===== src/rtl/program_loader_if.sv =====
// Valid/ready word stream feeding the program loader.
// Master drives words; slave (the loader) returns ready.
interface program_loader_if #(
   parameter int unsigned DATA_W = 32
);

   logic [DATA_W-1:0] in_data;
   logic              in_valid;
   logic              in_ready;

   modport master (
      output in_data,
      output in_valid,
      input  in_ready
   );

   modport slave (
      input  in_data,
      input  in_valid,
      output in_ready
   );

endinterface


===== src/rtl/program_loader.sv =====
// Boot-time loader: parses header/payload stream, writes word pairs into the core's
// external-memory init ports, and holds the core in reset until the last segment lands.
module program_loader #(
   parameter int unsigned DATA_W     = 32,
   parameter int unsigned DM_ADDRESS = 9,
   parameter int unsigned CNT_W      = 9
) (
   input  logic                  clk,
   input  logic                  reset,
   program_loader_if.slave       in_if,
   input  logic                  load_req,
   output logic                  enable_load_ex_mem,
   output logic [DM_ADDRESS-1:0] InstExMemAddress,
   output logic [DATA_W-1:0]     InstExMemData1,
   output logic [DATA_W-1:0]     InstExMemData2,
   output logic [DM_ADDRESS-1:0] DataExMemAddress,
   output logic [DATA_W-1:0]     DataExMemData1,
   output logic [DATA_W-1:0]     DataExMemData2,
   output logic                  cpu_reset,
   output logic                  done,
   output logic [DATA_W-1:0]     checksum
);

   typedef enum logic [2:0] {
      StHdr = 3'd0,
      StLo  = 3'd1,
      StHi  = 3'd2,
      StWr  = 3'd3,
      StRun = 3'd4
   } state_e;

   state_e                state_q, state_d;
   logic                  region_q, region_d;
   logic                  last_q, last_d;
   logic [DM_ADDRESS-1:0] addr_q, addr_d;
   logic [CNT_W-1:0]      cnt_q, cnt_d;
   logic [DATA_W-1:0]     word1_q, word1_d;
   logic [DATA_W-1:0]     checksum_q, checksum_d;

   logic [DM_ADDRESS-1:0] inst_addr_q, inst_addr_d;
   logic [DATA_W-1:0]     inst_d1_q, inst_d1_d;
   logic [DATA_W-1:0]     inst_d2_q, inst_d2_d;
   logic [DM_ADDRESS-1:0] data_addr_q, data_addr_d;
   logic [DATA_W-1:0]     data_d1_q, data_d1_d;
   logic [DATA_W-1:0]     data_d2_q, data_d2_d;

   logic                  ready;
   logic                  xfer;
   logic [CNT_W-1:0]      hdr_cnt;

   // Ready is gated by reset so no word is taken while the loader is being cleared.
   assign ready   = reset & ((state_q == StHdr) | (state_q == StLo) | (state_q == StHi));
   assign xfer    = in_if.in_valid & ready;
   assign hdr_cnt = in_if.in_data[CNT_W-1:0];

   assign in_if.in_ready = ready;

   always_comb begin
      state_d     = state_q;
      region_d    = region_q;
      last_d      = last_q;
      addr_d      = addr_q;
      cnt_d       = cnt_q;
      word1_d     = word1_q;
      checksum_d  = checksum_q;
      inst_addr_d = inst_addr_q;
      inst_d1_d   = inst_d1_q;
      inst_d2_d   = inst_d2_q;
      data_addr_d = data_addr_q;
      data_d1_d   = data_d1_q;
      data_d2_d   = data_d2_q;

      unique case (state_q)
         StHdr: begin
            if (xfer) begin
               region_d = in_if.in_data[DATA_W-1];
               last_d   = in_if.in_data[DATA_W-2];
               addr_d   = in_if.in_data[16 +: DM_ADDRESS];
               cnt_d    = hdr_cnt;
               if (hdr_cnt != '0) begin
                  state_d = StLo;
               end else if (in_if.in_data[DATA_W-2]) begin
                  state_d = StRun;
               end
            end
         end
         StLo: begin
            if (xfer) begin
               word1_d    = in_if.in_data;
               checksum_d = checksum_q ^ in_if.in_data;
               state_d    = StHi;
            end
         end
         StHi: begin
            if (xfer) begin
               checksum_d = checksum_q ^ in_if.in_data;
               // Init outputs change only here, so they are stable throughout WR.
               if (region_q) begin
                  data_addr_d = addr_q;
                  data_d1_d   = word1_q;
                  data_d2_d   = in_if.in_data;
               end else begin
                  inst_addr_d = addr_q;
                  inst_d1_d   = word1_q;
                  inst_d2_d   = in_if.in_data;
               end
               state_d = StWr;
            end
         end
         StWr: begin
            if (cnt_q > CNT_W'(1)) begin
               cnt_d   = cnt_q - CNT_W'(1);
               addr_d  = addr_q + DM_ADDRESS'(1);
               state_d = StLo;
            end else if (last_q) begin
               state_d = StRun;
            end else begin
               state_d = StHdr;
            end
         end
         StRun: begin
            if (load_req) begin
               checksum_d = '0;
               state_d    = StHdr;
            end
         end
         default: begin
            state_d = StHdr;
         end
      endcase
   end

   always_ff @(posedge clk) begin
      if (!reset) begin
         state_q     <= StHdr;
         region_q    <= 1'b0;
         last_q      <= 1'b0;
         addr_q      <= '0;
         cnt_q       <= '0;
         word1_q     <= '0;
         checksum_q  <= '0;
         inst_addr_q <= '0;
         inst_d1_q   <= '0;
         inst_d2_q   <= '0;
         data_addr_q <= '0;
         data_d1_q   <= '0;
         data_d2_q   <= '0;
      end else begin
         state_q     <= state_d;
         region_q    <= region_d;
         last_q      <= last_d;
         addr_q      <= addr_d;
         cnt_q       <= cnt_d;
         word1_q     <= word1_d;
         checksum_q  <= checksum_d;
         inst_addr_q <= inst_addr_d;
         inst_d1_q   <= inst_d1_d;
         inst_d2_q   <= inst_d2_d;
         data_addr_q <= data_addr_d;
         data_d1_q   <= data_d1_d;
         data_d2_q   <= data_d2_d;
      end
   end

   assign enable_load_ex_mem = (state_q == StWr);
   assign cpu_reset          = (state_q != StRun);
   assign done               = (state_q == StRun);
   assign checksum           = checksum_q;
   assign InstExMemAddress   = inst_addr_q;
   assign InstExMemData1     = inst_d1_q;
   assign InstExMemData2     = inst_d2_q;
   assign DataExMemAddress   = data_addr_q;
   assign DataExMemData1     = data_d1_q;
   assign DataExMemData2     = data_d2_q;

endmodule


===== src/flat_wrapper.sv =====
// flat-port wrapper written by rule: the top's interface ports become plain ports
module program_loader_flat 
#(
   parameter int unsigned DATA_W     = 32,
   parameter int unsigned DM_ADDRESS = 9,
   parameter int unsigned CNT_W      = 9
)
  (clk, reset, load_req, enable_load_ex_mem, InstExMemAddress, InstExMemData1, InstExMemData2, DataExMemAddress, DataExMemData1, DataExMemData2, cpu_reset, done, checksum, in_if_in_data, in_if_in_valid, in_if_in_ready);
  program_loader_if #(.DATA_W(DATA_W)) in_if_i ();
  input  logic clk;
  input  logic reset;
  input  logic load_req;
  output logic enable_load_ex_mem;
  output logic [DM_ADDRESS-1:0] InstExMemAddress;
  output logic [DATA_W-1:0] InstExMemData1;
  output logic [DATA_W-1:0] InstExMemData2;
  output logic [DM_ADDRESS-1:0] DataExMemAddress;
  output logic [DATA_W-1:0] DataExMemData1;
  output logic [DATA_W-1:0] DataExMemData2;
  output logic cpu_reset;
  output logic done;
  output logic [DATA_W-1:0] checksum;
  input wire logic [$bits(in_if_i.in_data)-1:0] in_if_in_data;
  input wire logic [$bits(in_if_i.in_valid)-1:0] in_if_in_valid;
  output wire logic [$bits(in_if_i.in_ready)-1:0] in_if_in_ready;
  assign in_if_i.in_data = in_if_in_data;
  assign in_if_i.in_valid = in_if_in_valid;
  assign in_if_in_ready = in_if_i.in_ready;
  program_loader #(.DATA_W(DATA_W), .DM_ADDRESS(DM_ADDRESS), .CNT_W(CNT_W)) u_core (.clk(clk), .reset(reset), .in_if(in_if_i), .load_req(load_req), .enable_load_ex_mem(enable_load_ex_mem), .InstExMemAddress(InstExMemAddress), .InstExMemData1(InstExMemData1), .InstExMemData2(InstExMemData2), .DataExMemAddress(DataExMemAddress), .DataExMemData1(DataExMemData1), .DataExMemData2(DataExMemData2), .cpu_reset(cpu_reset), .done(done), .checksum(checksum));
endmodule

===== config.mk =====
export PLATFORM = sky130hd
export DESIGN_NAME = program_loader_flat
export DESIGN_NICKNAME = d
export VERILOG_FILES = /design/src/rtl/program_loader_if.sv /design/src/rtl/program_loader.sv /design/src/flat_wrapper.sv
export SDC_FILE = /design/constraint.sdc
export NUM_CORES = 1
export LEC_CHECK = 0
export CORE_MARGIN = 1.5
export CORE_UTILIZATION = 35
export CTS_BUF_LIST = sky130_fd_sc_hd__clkbuf_8 sky130_fd_sc_hd__clkbuf_16
export DETAILED_ROUTE_END_ITERATION = 6
export GPL_TIMING_DRIVEN = 0
export PLACE_DENSITY_LB_ADDON = 0.2
export REMOVE_ABC_BUFFERS = 1
export SKIP_LAST_GASP = 1
export SYNTH_ARGS = -nofsm -noshare
export SYNTH_HDL_FRONTEND = slang
export SYNTH_SLANG_ARGS = --single-unit

===== constraint.sdc =====
create_clock -name clk -period 2.6 [get_ports clk]
set_input_delay 0.39 -clock clk [delete_from_list [all_inputs] [get_ports clk]]
set_output_delay 0.39 -clock clk [all_outputs]
set_load 0.1 [all_outputs]

# After elaboration in Yosys (flattened, before gate mapping)

Index checks and enable logic that the tools add are counted.

Flip-flop bits (word level): 233
Input bits: 36
Output and inout port bits: 182
Logic and storage cells: 64

$add $sub $neg: 2
Magnitude comparators: 1
Equal/unequal tests: 12
Muxes and demuxes: 18
Bitwise logic cells: 6
Reductions and logical operators: 12

Operator list:

| cell                                                | count |
|---|---|
| two-way mux 32 bit                                  | 2 |
| one-hot mux 32 bit (2 select lines)                 | 1 |
| two-way mux 9 bit                                   | 4 |
| one-hot mux 9 bit (2 select lines)                  | 2 |
| bitwise XOR 32 bit                                  | 1 |
| two-way mux 3 bit                                   | 8 |
| one-hot mux 3 bit (5 select lines)                  | 1 |
| AND reduction 3 bit                                 | 4 |
| != test 2 x 1 -> 1 bit (second input constant)      | 5 |
| adder 9 x 1 -> 9 bit (second input constant)        | 1 |
| > comparator 9 x 1 -> 1 bit (second input constant) | 1 |
| nonzero test 9 bit                                  | 1 |
| subtractor 9 x 1 -> 9 bit (second input constant)   | 1 |
| == test 3 x 2 -> 1 bit (second input constant)      | 2 |
| != test 3 bit (second input constant)               | 2 |
| AND reduction 5 bit                                 | 1 |
| AND reduction 2 bit                                 | 2 |
| nonzero test 2 bit                                  | 2 |
| == test 3 x 1 -> 1 bit (second input constant)      | 1 |
| == test 3 bit (second input constant)               | 1 |
| zero test 3 bit                                     | 1 |
| AND 1 bit                                           | 2 |
| != test 2 bit (second input constant)               | 1 |
| OR 1 bit                                            | 2 |
| 2 further kinds                                     | 2 |

# Depth between registers and ports, before layout

Gate-level depths: netlist (run 1).

Word-level depth: 7
Gate-level depth with buffers: 8
Gate-level depth less buffers: 6

# Worst setup path before layout (run 1)

OpenSTA, ideal clock, no wires.

Kind: reg2reg
Start: reg u_core.state_q[1]
End: reg u_core.checksum_q[10] (netlist: u_core.checksum[10])
Setup time: 0.128 ns
Data arrival time: 2.675 ns
Required time: 2.472 ns
Setup slack: -0.202 ns
Stages on the path, launching flop included: 9
Path buffers: 2
Clock period less this slack: 2.802 ns
Path through: dfxtp_1 clkbuf_1 nor2_1 nand2_1 inv_1 nand2_1 nand2_1 buf_1 nor2_1

Elaborated cells between the ends (all ways): 14
Classes of those cells: eq/ne: 5; mux: 1; bitwise: 4; reduce/logical: 4

RTL lines:

| element                                                       | line                  | RTL |
|---|---|---|
| from (decl)                                                   | program_loader.sv:32  | `state_e state_q, state_d;` |
| from (signal assigned)                                        | program_loader.sv:135 | `state_q <= StHdr;` |
| from (signal assigned)                                        | program_loader.sv:149 | `state_q <= state_d;` |
| == test 3 bit (*)                                             | --                    |  |
| named net done                                                | flat_wrapper.sv:21    | `output logic done;` |
| != test 2 bit (no line) or nonzero test 2 bit (tied branches) | --                    |  |
| AND reduction 3 bit (no line)                                 | --                    |  |
| to (signal assigned)                                          | program_loader.sv:155 | `checksum_q <= checksum_d;` |
| to (decl)                                                     | program_loader.sv:38  | `logic [DATA_W-1:0] checksum_q, checksum_d;` |

The timed path passes the listed nets; every way through them passes the cells marked *.
A chain may end at the register's enable or synchronous reset.

# Worst setup path after layout (run 1)

Start: reg u_core.state_q[2]
End: out done

Longest elaborated chain between the ends: 1

RTL lines:

| element       | line                  | RTL |
|---|---|---|
| == test 3 bit | program_loader.sv:167 | `assign done = (state_q == StRun);` |
| to (decl)     | flat_wrapper.sv:21    |  |

No other way between the ends.

==> results of run 1 <==
==> state kept, by name, summed over array words and instances (netlist names) <==
register and count:
u_core.DataExMemAddress 9, u_core.DataExMemData1 32, u_core.DataExMemData2 32, u_core.InstExMemAddress 9, u_core.InstExMemData1 32, u_core.InstExMemData2 32
u_core.addr_q 9, u_core.checksum 32, u_core.cnt_q 9, u_core.last_q 1, u_core.region_q 1, u_core.state_q 3
u_core.word1_q 32
==> layer usage <==
layer	routed length [um]	global-route usage, %
met2	12300	33.13
met3	1701	4.135
met4	443	4.587
met1	12510	27.24
met5	0	0
==> path summary, 6_finish.rpt <==
check / endpoint / start / slack, ns
min reg2reg: u_core.InstExMemData2[12] / u_core.InstExMemData2[12] / 0.45
min: u_core.InstExMemData2[12] / u_core.InstExMemData2[12] / 0.45
max reg2reg: u_core.addr_q[5] / u_core.cnt_q[5] / 0.21
max: done / u_core.state_q[2] / 0.14
==> where the power goes <==
part	leakage (uW)	internal, uW	switching [uW]
combinational	0.00177	215	516
sequential	0.00188	3630	66.9
clock	0.000462	2330	1440
total	0.00412	6180	2020
==> timing repair <==
item | in CTS | in global routing
endpoints found under the setup margin | 65 | 5
pin swaps | 1 | 0
setup buffers | 3 | 0
gates resized for setup | 16 | 4
cloned | 0 | 0
hold endpoints to repair | 0 | 0
==> cells by family (layout without fill, tap and decap cells) <==
logic type               count (synthesis)  count (layout)  synth area share [%]
buffers and inverters                   88             287                 3.949
AND/OR/NAND/NOR                        518             518                 24.42
adder cells (fa/ha/maj)                  3               3                0.4262
flip-flops                             233             233                 52.95
AO/OA/AOI/OAI                          238             238                 14.97
XOR/XNOR                                33              33                 3.281
==> synthesized netlist by cell type, types with 2 or more instances <==
cell type / number
a21oi_1: 194
a22oi_1: 2
a31oi_1: 7
a32o_1: 3
and2_1: 3
and3_1: 5
and4_1: 3
buf_1: 8
buf_2: 5
clkbuf_1: 67
dfxtp_1: 233
ha_1: 3
inv_1: 5
nand2_1: 384
nand2b_1: 2
nand3_1: 43
nand3b_1: 5
nand4_1: 4
nand4b_1: 2
nor2_1: 43
nor2_2: 2
nor3_1: 6
nor4_1: 5
o21ai_0: 6
o221ai_1: 2
o31a_1: 4
o31ai_1: 2
o32ai_1: 7
or3_1: 2
xor2_1: 33
==> worst max-delay path: cells and delay by family, from the launching register on <==
kind / cells / cell delay [ns]
flops: 1 / 0.48
buf+inv: 2 / 0.92
simple gates: 1 / 0.15
==> cell type report <==
| class | count | area [um2] |
|---|---|---|
| fill | 2405 | 12240 |
| sequential | 233 | 4667 |
| multi-input combinational | 792 | 3836 |
| timing repair buffer | 235 | 2456 |
| clock buffer | 33 | 758.2 |
| tap | 324 | 405.4 |
| clock inverter | 13 | 135.1 |
| inverter | 6 | 31.28 |
==> through the flow <==
stage / hold WS [ns] / total power [uW] / instances
6_report: 0.4519 / 8203 / 1636
5_1_grt: 0.4651 / 8498 / 1636
4_1_cts: 0.4537 / 8295 / 1636
3_5_place_dp: 0.4457 / 4502 / 1587
3_3_place_gp: 0.4414 / 4471 / 1572
2_1_floorplan: 0.4366 / 4199 / 1031
==> summary.md, run 1 <==
| Metric | Value |
|---|---|
| Status | completed |
| EDFF count, synth | 0 |
| Clock latency on the worst-skew pair | 0.52 ns |
| IO buf count | 217 |
| Final min period | 2.462 ns |
| Final hold viol count | 0 |
| Most common cell after layout, fill and taps aside | nand2_1 |
| Syn. warnings | 0 |
| Hold WC Path Type | reg -> reg |
| Fin area | 12290 um2 |
| Routability cong. | 0.7998 |
| Wirelength per Cell | 16.48 um |
| Setup CP Type | reg -> out |
| CTS tree | yes |
| Routed vias | 8167 |
| Slew HR | 27.68% |
| Pwr/cell area | 667.5 nW/um2 |
| Slew @ Worst Pin | 1.085 ns |
| Worst r2r path cells | 4 |
| WP data arrival | 2.07 ns |
| Num Clock Sinks | 233 |
| Yosys top cell area share | 52.95% |
| Setup_tns | 0 ns |
| Initial drt markers | 558 |
| Fmax | 406.1 MHz |
| Post-synthesis sequential area ratio | 52.95% |
| First-pass GRT wire length | 42810 um |
| Clock Skew | 0.01948 ns |
| Routed wire length | 26960 um |
| Height of the die | 161.6 um |
| Post-route ant nets | 0 |
| Core area | 24530 um2 |
| CP endpoint kind | primary output |
| Syn Area/Cell | 7.914 um2 |
| Drc violations | 0 |
| CTS Buf Count | 26 |
| Largest net degree at the start of global routing | 107 |
| Leak pwr | 0.004116 uW |
| CP startpoint kind | register |
| Max-Cap Viols | 0 |
| Drt via density | 4.992 |
| Layout cell share with drive strength beyond 1 | 5.945% |
| Peak supply drop | 0.5631 mV |
| Unrepaired setup endpoints after global routing | false |
| Worst Hold Depth | 2 |
| Hold buffers post-CTS | 0 |
| Pre-CTS setup slack | -1.030 ns |
| Post-place instance area | 11360 um2 |
| CP Max Fanout | 9 |
| Initial antenna violation count | 0 |
| Nets | 1333 |
| Top post-synthesis cells by area | dfxtp_1, nand2_1, a21oi_1 |
| Clk root buf | clkbuf_16 |
| Full die area | 26130 um2 |
| CP Data Required Time | 2.21 ns |
| Synth-to-Final Area Change | 39.52% |
| Post-layout util | 50.09% |
| Post-Synthesis Cells | 1113 |
| FP Rows | 57 |
| CP max stage cell | clkdlybuf4s15_1 |
| Slowest stage delay, CP | 0.82 ns |
| Top_reg_cell synth | dfxtp_1 |
| N_diodes | 0 |
| Number of synthesized register bits | 233 |
| Clock Path Buffers | 3 |
| Post-synthesis cell area | 8808 um2 |
| Vias in the first global route | 7722 |
| GRT overflow | 0 |
| Final Worst Setup Slack | 0.1376 ns |
| Drt pass-1 iters | 5 |
| H-Tree Depth | 1 |
| Period utilization | 94.71% |
| Clock Pin Slew Worst Setup and Hold Paths | 0.06 ns |
| Die span in x | 161.6 um |
| Ys async rst share | 0% |
| Most frequent cells in the layout | nand2_1, dfxtp_1, clkdlybuf4s50_1 |
| I/O pin cnt | 218 |
| Fin. max-slew vios | 0 |
| Synth area leader | dfxtp_1 |
| Final setup fails | 0 |
| Netlist cell types | 53 |
| Starting Density | 35.90% |
| Total GRT Usage | 20.17% |
| DP Wirelength | 17090 um |
| CP cell instances | nand2_1, inv_1, clkdlybuf4s15_1 |
No activity file was read; power rests on OpenSTA's default activity.
==> inputs of run 2 (changes only) <==
- SETUP_SLACK_MARGIN: not set -> 0.15
- SKIP_LAST_GASP: 1 -> not set
==> run 2 against run 1 <==
Combinational power about the same. Count of clock-buffer cells in the layout unchanged. Sequential power about the same. Maximum frequency increased by 2.3%. Largest cell class unchanged. Largest power group unchanged. Highest routed layer unchanged.
==> summary.md, run 2 (synthesis results as in run 1) <==
| Metric | Value |
|---|---|
| I/O pin cnt | 218 |
| Unrepaired setup endpoints after global routing | false |
| Vias in the first global route | 7722 |
| Slew @ Worst Pin | 1.032 ns |
| Routed wire length | 27080 um |
| GRT overflow | 0 |
| Height of the die | 161.6 um |
| Nets | 1334 |
| Final setup fails | 0 |
| Buffers & Inverters on Critical Path | 1 |
| Hold path startpoint | reset |
| Most common cell after layout, fill and taps aside | nand2_1 |
| Peak supply drop | 0.5619 mV |
| Setup CP Type | reg -> out |
| Drt pass-1 iters | 5 |
| Status | completed |
| Leak pwr | 0.004838 uW |
| Cell family with most CP delay | buffers and inverters |
| Clk root buf | clkbuf_16 |
| CP startpoint kind | register |
| CTS Buf Count | 26 |
| Worst r2r path cells | 6 |
| Clock Path Buffers | 3 |
| WP data arrival | 2.02 ns |
| CP max stage cell | clkdlybuf4s50_1 |
| Worst Hold Depth | 2 |
| Die span in x | 161.6 um |
| DP Wirelength | 17090 um |
| Hold WC Path Type | in -> reg |
| First-pass GRT wire length | 42830 um |
| Drt via density | 4.998 |
| CP cell instances | clkdlybuf4s50_1 |
| R2R setup slack | 0.32 ns |
| Final hold viol count | 0 |
| End of the worst hold path | u_core.addr_q[3] |
| Post-route ant nets | 0 |
| CP Data Required Time | 2.21 ns |
| Clock Skew | 0.01832 ns |
| Post-route insts no fill | 1637 |
| Fin. max-slew vios | 0 |
| Layout cell share with drive strength beyond 1 | 6.169% |
| Fmax | 415.5 MHz |
| Placed insts | 1587 |
| Routability cong. | 0.7998 |
| N_diodes | 0 |
| Initial drt markers | 517 |
| Period utilization | 92.57% |
| Full die area | 26130 um2 |
| FP Rows | 57 |
| Max-Cap Viols | 0 |
| CP startpoint | u_core.DataExMemData1[10] |
| Synth-to-Final Area Change | 40.55% |
| Routed vias | 8181 |
| Num Clock Sinks | 233 |
| CTS tree | yes |
| Slew HR | 31.06% |
| Final min period | 2.407 ns |
| Clock Pin Slew Worst Setup and Hold Paths | 0.06 ns |
| CP Max Fanout | 2 |
| Reg2reg start | u_core.state_q[2] |
| Wirelength per Cell | 16.54 um |
| Reg2Reg Capture Point | u_core.InstExMemData2[7] |
| Fill count | 2395 |
| Pwr/cell area | 662.3 nW/um2 |
| Total GRT Usage | 20.18% |
| Largest net degree at the start of global routing | 107 |
| IO buf count | 217 |
| Initial antenna violation count | 0 |
| Most frequent cells in the layout | nand2_1, dfxtp_1, a21oi_1 |
| Slowest stage delay, CP | 1.17 ns |
| CP endpoint kind | primary output |
| Drc violations | 0 |
| H-Tree Depth | 1 |
| Design Power | 8200 uW |
| Starting Density | 35.90% |
| Core area | 24530 um2 |
| Clock latency on the worst-skew pair | 0.52 ns |
run 2: cell type report:
class	count	area [um2]	share of cell area, %
clock buffer	33	758.2	6.124
multi-input combinational	792	3845	31.06
timing repair inverter	1	5.005	0.04042
inverter	6	31.28	0.2527
clock inverter	13	135.1	1.091
sequential	233	4667	37.70
tap	324	405.4	3.274
timing repair buffer	235	2534	20.46
run 2: routing by layer:
layer | share of wire, % | track usage [%] | up-vias
li1 | - | - | 4058
met1 | 46 | 27.26 | 3846
met2 | 46 | 33.13 | 244
met3 | 6.6 | 4.135 | 33
met4 | 1.5 | 4.587 | 0
met5 | 0 | 0 | -
run 2: power breakdown:
part / switching, uW / leakage [uW] / total [uW] / internal [uW]
Clock: 1440 / 0.000462 / 3770 / 2330
Combinational: 519 / 0.00249 / 730 / 210
Sequential: 66.2 / 0.00188 / 3700 / 3630
run 2: how the worst max path moves through the flow:
stage,cells past startpoint,slack [ns],end
CTS,1,0.15,checksum[6]
finish,1,0.19,DataExMemData1[10]
floorplan,3,-1.50,u_core.cnt_q[3]
global placement,4,-5.18,u_core.cnt_q[3]
global route,1,0.15,DataExMemData1[13]
detailed placement,3,-1.03,enable_load_ex_mem
run 2: what timing repair did:
action | CTS | global route
gates resized for setup | 30 | 40
gates cloned | 0 | 1
hold buffers | 0 | 0
pin swaps | 1 | 0
endpoints found under the setup margin | 193 | 91
setup buffers | 3 | 0
run 2: stage by stage:
step | hold slack, ns | worst slack, ns | utilization (%) | TNS [ns] | instance area (um2)
floorplan | 0.4366 | -1.499 | - | -228.76 | 8483
global placement | 0.4414 | -5.180 | 45.08 | -934.09 | 11060
detailed placement | 0.4457 | -1.030 | 46.30 | -100.59 | 11360
CTS | 0.4537 | 0.1517 | 50.04 | 0 | 12280
global route | 0.4046 | 0.1501 | 50.46 | 0 | 12380
finish | 0.3967 | 0.1932 | 50.46 | 0 | 12380
==> inputs of run 3 (changes only) <==
- CORE_ASPECT_RATIO: not set -> 1.1
==> run 3 against run 2 <==
Count of clock-buffer cells in the layout shrank 1. Clock skew fell by 0.0047 ns. Via count fell by 0.24%. Critical path type unchanged.
==> summary.md, run 3 (synthesis results as in run 1) <==
| Metric | Value |
|---|---|
| N_diodes | 0 |
| Period utilization | 92.77% |
| Routed wire length | 26990 um |
| Clock Path Buffers | 3 |
| CP Max Fanout | 2 |
| Fmax | 414.6 MHz |
| Slowest stage delay, CP | 1.15 ns |
| Pwr/cell area | 641.8 nW/um2 |
| Clk root buf | clkbuf_16 |
| Routed vias | 8161 |
| WP data arrival | 2.02 ns |
| Placed insts | 1576 |
| Final setup fails | 0 |
| Total GRT Usage | 20.06% |
| Part of the power in registers | 46.9% |
| Buffers & Inverters on Critical Path | 1 |
| GRT overflow | 0 |
| FP Rows | 60 |
| Slew @ Worst Pin | 1.029 ns |
| Unrepaired setup endpoints after global routing | false |
| Wirelength per Cell | 16.64 um |
| Post-route ant nets | 0 |
| Largest net degree at the start of global routing | 123 |
| Most frequent cells in the layout | nand2_1, dfxtp_1, clkdlybuf4s50_1 |
| Status | completed |
| Clock Pin Slew Worst Setup and Hold Paths | 0.06 ns |
| Height of the die | 169.4 um |
| Final min period | 2.412 ns |
| Starting Density | 35.77% |
| CP endpoint kind | primary output |
| Drt via density | 5.031 |
| Clock Skew | 0.01364 ns |
| H-Tree Depth | 1 |
| IO buf count | 217 |
| Synth-to-Final Area Change | 39.57% |
| CP max stage cell | clkdlybuf4s50_1 |
| Final hold viol count | 0 |
| CP startpoint kind | register |
| CP Data Required Time | 2.21 ns |
| First-pass GRT wire length | 42100 um |
| Clock latency on the worst-skew pair | 0.52 ns |
| Post-route insts no fill | 1622 |
| Layout cell share with drive strength beyond 1 | 6.250% |
| Drc violations | 0 |
| Slew HR | 31.37% |
| DP Wirelength | 17160 um |
| Hold WC Path Type | reg -> reg |
| Vias in the first global route | 7407 |
| Leak pwr | 0.004284 uW |
| Initial drt markers | 515 |
| Num Clock Sinks | 233 |
| Setup CP Type | reg -> out |
| Post-place instance area | 11420 um2 |
| Most common cell after layout, fill and taps aside | nand2_1 |
| Cell family with most CP delay | buffers and inverters |
| Nets | 1335 |
| Max-Cap Viols | 0 |
| Drt pass-1 iters | 5 |
| WHS | 0.4514 ns |
| Fin. max-slew vios | 0 |
| Initial antenna violation count | 0 |
| Peak supply drop | 0.3749 mV |
| Internal power | 5887 uW |
| I/O pin cnt | 218 |
| Full die area | 26130 um2 |
| P_sw | 2003 uW |
| Comb power frac | 9.3% |
| Fin area | 12290 um2 |
| Routability cong. | 0.8119 |
| CTS tree | yes |
| Core area | 24620 um2 |
| Sw Ratio | 25.39% |
| Clock power frac | 43.8% |
| CP cell instances | clkdlybuf4s50_1 |
| CTS Buf Count | 25 |
| Die span in x | 154.3 um |
==> run 3: cell count changes in the layout (fill, tap and decap cells not counted), sizes merged <==
cell / delta
dlygate4sd2: -8
bufinv: -2
clkinv: +4
inv: -3
clkinvlp: -1
dlymetal6s2s: -28
clkbuf: -2
buf: +3
clkdlybuf4s50: +36
==> run 3: path summary, 6_finish.rpt <==
kind	from	endpoint	slack [ns]	cells past startpoint
max	u_core.checksum[9]	checksum[9]	0.19	1
min	u_core.DataExMemData2[10]	u_core.DataExMemData2[10]	0.45	2
max reg2reg	u_core.state_q[2]	u_core.DataExMemData2[3]	0.35	7
min reg2reg	u_core.DataExMemData2[10]	u_core.DataExMemData2[10]	0.45	2
==> run 3: metal layers <==
| layer | routed length (um) | up-vias | track usage (%) |
|---|---|---|---|
| met2 | 12900 | 242 | 33.90 |
| li1 | - | 4060 | - |
| met1 | 12200 | 3832 | 27.06 |
| met3 | 1495 | 27 | 3.090 |
| met4 | 392 | 0 | 4.515 |
| met5 | 0 | - | 0 |
==> run 3: tightest hold or removal path: stages, from the launching register on <==
cell and delay (ns):
dfxtp_1 0.31, nand2_1 0.05, a21oi_1 0.05
==> run 3: cell type report <==
| cell class | instances | area [um2] |
|---|---|---|
| clock buffers | 32 | 721.9 |
| clock inverters | 11 | 76.32 |
| fillers | 2415 | 12330 |
| inverters | 6 | 31.28 |
| multi-input cells | 792 | 3836 |
| flip-flops and latches | 233 | 4667 |
| well taps | 310 | 387.9 |
| repair buffers | 237 | 2569 |
| repair inverters | 1 | 5.005 |
==> run 3: power groups by stage <==
stage          Sequential [uW]  Clock, uW  Combinational [uW]
2_1_floorplan             3940          0                 261
3_3_place_gp              3770          0                 693
3_5_place_dp              3780          0                 727
4_1_cts                   3700       3540                 730
5_1_grt                   3710       3680                 783
6_report                  3700       3460                 734
==> run 3: metrics by stage <==
step           setup TNS [ns]  total power (uW)  setup slack [ns]  util [%]
2_1_floorplan         -228.76              4199            -1.499         -
3_3_place_gp          -919.86              4465            -5.260     44.85
3_5_place_dp          -113.94              4502            -1.096     46.39
4_1_cts                     0              7966          0.002321     49.68
5_1_grt                     0              8173            0.1504     49.93
6_report                    0              7891            0.1880     49.93
==> run 3: timing repair <==
| action | CTS | global route |
|---|---|---|
| gates resized for setup | 21 | 14 |
| hold buffers | 0 | 0 |
| buffers inserted | 1 | 0 |
| setup endpoints to repair | 174 | 45 |
| gates cloned | 0 | 1 |
